### config.mk
export PLATFORM = sky130hd
export DESIGN_NAME = map_render
export DESIGN_NICKNAME = d
export VERILOG_FILES = /design/src/rtl/map_render.sv
export SDC_FILE = /design/constraint.sdc
export NUM_CORES = 1
export LEC_CHECK = 0
export BUFFER_PORTS_ARGS = -buffer_cell sky130_fd_sc_hd__buf_2
export CAP_MARGIN = 20
export CORE_MARGIN = 2
export CORE_UTILIZATION = 51
export CTS_CLUSTER_SIZE = 25
export DETAILED_ROUTE_END_ITERATION = 16
export GPL_ROUTABILITY_DRIVEN = 1
export PLACE_DENSITY = 0.8
export SYNTH_ARGS = -nofsm -noshare
export SYNTH_HDL_FRONTEND = slang
export SYNTH_SLANG_ARGS = --single-unit
export TNS_END_PERCENT = 100
### constraint.sdc
create_clock -name clk -period 3.1 [get_ports clk]
set_clock_uncertainty 0.05 [all_clocks]
set_input_delay 0.31 -clock clk [delete_from_list [all_inputs] [get_ports clk]]
set_output_delay 0.31 -clock clk [all_outputs]
set_load 0.02 [all_outputs]
### src/rtl/map_render.sv
// Pixel colour generator for a bordered, optionally gridded playfield with a
// frame-synchronous mode register and game-over flash. Fixed 2-cycle latency.
module map_render #(
  parameter int SCREEN_WIDTH     = 640,
  parameter int SCREEN_HEIGHT    = 480,
  parameter int BORDER_THICKNESS = 20,
  parameter int CELL_LOG2        = 4,
  parameter int FLASH_FRAMES     = 15
) (
  input  logic        clk,
  input  logic        rst_n,
  input  logic [11:0] x,
  input  logic [11:0] y,
  input  logic        pix_valid,
  input  logic        frame_start,
  input  logic [1:0]  mode,
  output logic [7:0]  vga_r,
  output logic [7:0]  vga_g,
  output logic [7:0]  vga_b,
  output logic        rgb_valid,
  output logic        flash_phase
);

  typedef enum logic [1:0] {
    REG_OFF,
    REG_BORDER,
    REG_GRID,
    REG_PLAIN
  } region_t;

  typedef enum logic [1:0] {
    MODE_NORMAL,
    MODE_GRID,
    MODE_FLASH,
    MODE_BLANK
  } mode_t;

  localparam logic [11:0] W      = 12'(SCREEN_WIDTH);
  localparam logic [11:0] H      = 12'(SCREEN_HEIGHT);
  localparam logic [11:0] B      = 12'(BORDER_THICKNESS);
  localparam logic [11:0] W_IN   = 12'(SCREEN_WIDTH - BORDER_THICKNESS);
  localparam logic [11:0] H_IN   = 12'(SCREEN_HEIGHT - BORDER_THICKNESS);
  localparam logic [7:0]  F_LAST = 8'(FLASH_FRAMES - 1);

  logic [11:0] dx, dy;
  region_t     region_d, region_q;
  logic        valid_q;
  mode_t       active_mode;
  logic [7:0]  flash_cnt;
  logic [23:0] rgb_d;

  // Stage 1 classification; grid offsets wrap in 12 bits by design.
  always_comb begin
    // NOTE: every always_comb output gets a default first so no latch is inferred.
    region_d = REG_PLAIN;
    dx = x - B;
    dy = y - B;
    if (x >= W || y >= H)
      region_d = REG_OFF;
    else if (x < B || x >= W_IN || y < B || y >= H_IN)
      region_d = REG_BORDER;
    else if (dx[CELL_LOG2-1:0] == '0 || dy[CELL_LOG2-1:0] == '0)
      region_d = REG_GRID;
  end

  // NOTE: state uses non-blocking assignments so all registers update together.
  always_ff @(posedge clk or negedge rst_n) begin
    if (!rst_n) begin
      region_q <= REG_OFF;
      valid_q  <= 1'b0;
    end else begin
      region_q <= region_d;
      valid_q  <= pix_valid;
    end
  end

  // Mode and flash state move only on frame_start; the mode register is loaded
  // at the same edge as the pixel, so stage 2 sees the mode that pixel belongs to.
  always_ff @(posedge clk or negedge rst_n) begin
    if (!rst_n) begin
      active_mode <= MODE_NORMAL;
      flash_cnt   <= '0;
      flash_phase <= 1'b0;
    end else if (frame_start) begin
      active_mode <= mode_t'(mode);
      if (mode_t'(mode) == MODE_FLASH && active_mode == MODE_FLASH) begin
        if (flash_cnt == F_LAST) begin
          flash_cnt   <= '0;
          flash_phase <= ~flash_phase;
        end else begin
          flash_cnt <= flash_cnt + 8'd1;
        end
      end else begin
        flash_cnt   <= '0;
        flash_phase <= 1'b0;
      end
    end
  end

  always_comb begin
    rgb_d = 24'h000000;
    if (valid_q && region_q != REG_OFF) begin
      unique case (active_mode)
        MODE_NORMAL: rgb_d = (region_q == REG_BORDER) ? 24'hFF0000 : 24'h808080;
        MODE_GRID: begin
          if (region_q == REG_BORDER)    rgb_d = 24'hFF0000;
          else if (region_q == REG_GRID) rgb_d = 24'h404040;
          else                           rgb_d = 24'h808080;
        end
        MODE_FLASH: begin
          if (region_q == REG_BORDER) rgb_d = flash_phase ? 24'hFFFFFF : 24'hFF0000;
          else                        rgb_d = 24'h202020;
        end
        MODE_BLANK: rgb_d = 24'h000000;
      endcase
    end
  end

  // NOTE: both pipeline stages reset so no in-flight pixel survives a reset.
  always_ff @(posedge clk or negedge rst_n) begin
    if (!rst_n) begin
      rgb_valid <= 1'b0;
      vga_r     <= '0;
      vga_g     <= '0;
      vga_b     <= '0;
    end else begin
      rgb_valid               <= valid_q;
      {vga_r, vga_g, vga_b}   <= rgb_d;
    end
  end

endmodule

==> summary.txt <==
Timing
  • Fmax: about 560 MHz
  • Final Slew Violations: 0
  • Setup WS post-layout: 1.32 ns
  • RSZ-0062 raised after global routing: false
  • Final cycle utilization of the critical path: 0.574
  • Endpoints failing setup: 0
  • Relative slew margins: 0.670
  • Final Hold Viols: 0
  • Setup TNS: 0 ns
  • Final Critical Period: 1.78 ns
  • Slew @ Worst Pin: between 0.4 and 0.5 ns

Route
  • DRC: 0
  • DRT Pass-1 Iters: 4
  • Met1 wire length: 987 um
  • Wire length per cell: 11.9 um
  • Met2 WL post-DR: 1.26 mm
  • Vias: roughly 1100
  • DRT Wirelength: 2.51 mm
  • Routed Antenna Nets: 0
  • Highest Signal Layer: met4
  • Met3 Wirelength: about 200 um
  • Vias/cell: 5.39
  • 1st-iter DRT viols: 13

Synth
  • Yosys warning count: 0
  • EDFF count, synth: 0
  • Synth Instances: 140
  • Top FF cell, synth: dfrtp_1
  • Seq/Total Area, Yosys: 0.424
  • Synthesized net count: 176
  • Mapped Avg Cell Area: 9.70 um^2
  • Netlist Area Pre-Place: roughly 0.0014 mm^2
  • FFs w/ async S/R, synth: 1.00
  • #FFs+latches synth: 23
  • Cell variety after synth: 34

Final layout
  • Reg area: 576 um^2
  • Layout cell share with drive strength beyond 1: 0.367
  • Final Util: 0.626
  • Final Net Count: 217
  • Area grow syn2layout: 15.3%
  • N_diodes: 0
  • Area of the multi-input gates: 624 um^2
  • # fillers: 203

Power and ir drop
  • Maximum VDD drop: ~220 uV
  • LEAKAGE: 0.812 nW
  • Logic pwr share: 0.133
  • Sw frac: 0.256
  • Share of total power in the clock network: 0.264
  • P_sw: 0.134 mW
  • Pwr dens: 334 mW/mm^2
  • Reg power frac: 0.604
  • Internal power: between 0.3 and 0.4 mW

Global route
  • Largest net degree at the start of global routing: 24
  • Initial antenna violation count: 0
  • Grt ovf: 0
  • Vias in the first global route: ~1100
  • Total GRT Usage: 0.176
  • First-pass GRT wire length: 4.39 mm

Die
  • Die area: between 0.003 and 0.004 mm^2
  • Die Wd: 55.6 um
  • Initial core utilization: 0.543
  • # IOs: 56
  • Die Y-Extent: ~56 um
  • Row count: 18
  • Core footprint: 0.00250 mm^2

Clock tree
  • Worst-path clk slew: approximately 0.13 ns
  • CTS tree: built
  • CTS Sinks: 23
  • Clk buf depth: 2
  • CTS Buf Count: 3
  • Root Driver: clkbuf_4
  • Post-cts sizing count: 0
  • H-tree depth: 1
  • Skew-Pair Late Insertion Delay: 0.31 ns

Flow run
  • Number of max-cap violations: 0

Critical path
  • Startpoint types: register
  • CP max stage cell: dfrtp_1
  • Crit Path Max Fanout: 7
  • CP bufs+invs: 1
  • CP Class: register to register
  • Crit path cell chain: inv_1, ha_1, and4b_1, a21o_4, and2_4, mux2_4
  • Max stage delay on crit path: 0.40 ns
  • Critical Path End Type: register
  • Arrival time of the worst setup path: just under 2 ns
  • CP top delay family: flip-flops
  • Critical Path RT: 3.25 ns

Placed design
  • DP Worst Slack: 1.36 ns
  • Gpl congestion: 0.861
  • Buffers on Ports: 55
  • Post-DP HPWL: roughly 2 mm

Status
  • Status: finished, final reports clean

Min path
  • Hold Crit Class: input port to register
[placed cells by master, fill, tap and decap left out]
| master | instances |
|---|---|
| nor3_1 | 7 |
| a211oi_1 | 1 |
| nand4bb_4 | 1 |
| o31ai_2 | 1 |
| nor2b_1 | 4 |
| a21oi_1 | 4 |
| or2_1 | 1 |
| ha_1 | 6 |
| o21ai_0 | 8 |
| a41oi_1 | 1 |
| and4b_1 | 1 |
| clkbuf_4 | 3 |
| nor4_1 | 2 |
| nor2_1 | 16 |
| clkinv_2 | 1 |
| mux2_4 | 1 |
| o31ai_1 | 1 |
| o22a_1 | 1 |
| nand2b_1 | 4 |
| o31a_1 | 1 |
| dlygate4sd3_1 | 1 |
| nor4b_1 | 2 |
| xnor2_1 | 2 |
| mux2_2 | 2 |
| a21o_4 | 1 |
| mux2i_1 | 3 |
| nand2_1 | 8 |
| o2bb2ai_1 | 2 |
| inv_1 | 4 |
| a211o_1 | 1 |
| nand3_1 | 9 |
| and2_4 | 1 |
| dfrtp_1 | 23 |
| buf_2 | 55 |
| and3_1 | 1 |
[final timing paths]
check | slack [ns] | start | depth (start not counted) | end
max | 1.32 | flash_cnt[0] | 6 | flash_phase
min | 0.05 | pix_valid | 1 | valid_q
max reg2reg | 1.32 | flash_cnt[0] | 6 | flash_phase
min reg2reg | 0.35 | valid_q | 0 | rgb_valid
max in group asynchronous | 2.23 | rst_n | 2 | flash_cnt[5]
min in group asynchronous | 0.43 | rst_n | 2 | active_mode[1]
[sequential cells by signal, indices dropped and copies added, names as in the netlist]
| register | cells |
|---|---|
| flash_cnt | 8 |
| active_mode | 2 |
| valid_q | 1 |
| region_q | 2 |
| vga_b | 4 |
| rgb_valid | 1 |
| flash_phase | 1 |
| vga_r | 4 |
[synthesized netlist by cell type, types with 4 or more instances]
| cell | n | share of area |
|---|---|---|
| a21oi_1 | 4 | 0.015 |
| buf_4 | 16 | 0.088 |
| dfrtp_1 | 23 | 0.42 |
| ha_1 | 6 | 0.055 |
| inv_1 | 4 | 0.011 |
| nand2_1 | 8 | 0.022 |
| nand2b_1 | 4 | 0.018 |
| nand3_1 | 9 | 0.033 |
| nor2_1 | 16 | 0.044 |
| nor2b_1 | 4 | 0.018 |
| nor3_1 | 7 | 0.026 |
| o21ai_0 | 8 | 0.029 |
[power groups by stage]
stage	clock network [mW]	logic (mW)	registers, mW
after floorplan	0	0.0401	0.318
after global placement	0	0.0656	0.320
after detailed placement	0	0.0691	0.321
after CTS	0.143	0.0703	0.316
after global routing	0.158	0.0774	0.317
final	0.138	0.0693	0.315
[cells by family (layout without fill, tap and decap cells)]
group,after synthesis,after routing,synth area share
compound gates,22,22,0.114
flops,23,23,0.424
fa+ha+maj,6,6,0.0553
mux,6,6,0.0498
buf+inv,24,64,0.116
xor+xnor,2,2,0.0129
simple gates,57,57,0.228
[worst reg2reg max path, cell delays in order, from the launching register on]
cell	delay, ns
dfrtp_1	0.40
inv_1	0.09
ha_1	0.22
and4b_1	0.22
a21o_4	0.24
and2_4	0.17
mux2_4	0.29
[layout make-up]
cell class / instances / area share
multi-input combinational: 93 / 0.399
sequential: 23 / 0.368
timing repair buffer: 56 / 0.182
tap: 30 / 0.0240
clock buffer: 3 / 0.0144
inverter: 4 / 0.00959
clock inverter: 1 / 0.00320
[timing repair]
action / CTS / global route
hold endpoints to repair: 23 / 0
hold buffers: 1 / 0
setup buffers: 0 / 0
setup endpoints to repair: 0 / 0
[through the flow]
stage | hold slack (ns) | power (mW) | instances | instance area (um^2)
floorplan | -0.0356 | 0.358 | 140 | 1360
global placement | 0.247 | 0.386 | 205 | 1530
detailed placement | 0.261 | 0.390 | 205 | 1530
CTS | 0.0432 | 0.529 | 210 | 1570
global route | 0.0237 | 0.553 | 210 | 1570
finish | 0.0479 | 0.523 | 210 | 1570
[per-layer routing]
layer / up-vias / track usage
li1: 550 / -
met1: 512 / 0.201
met2: 64 / 0.318
met3: 6 / 0.0302
met4: 0 / 0.0801
met5: - / 0
Power figures use the tool's default switching activity.
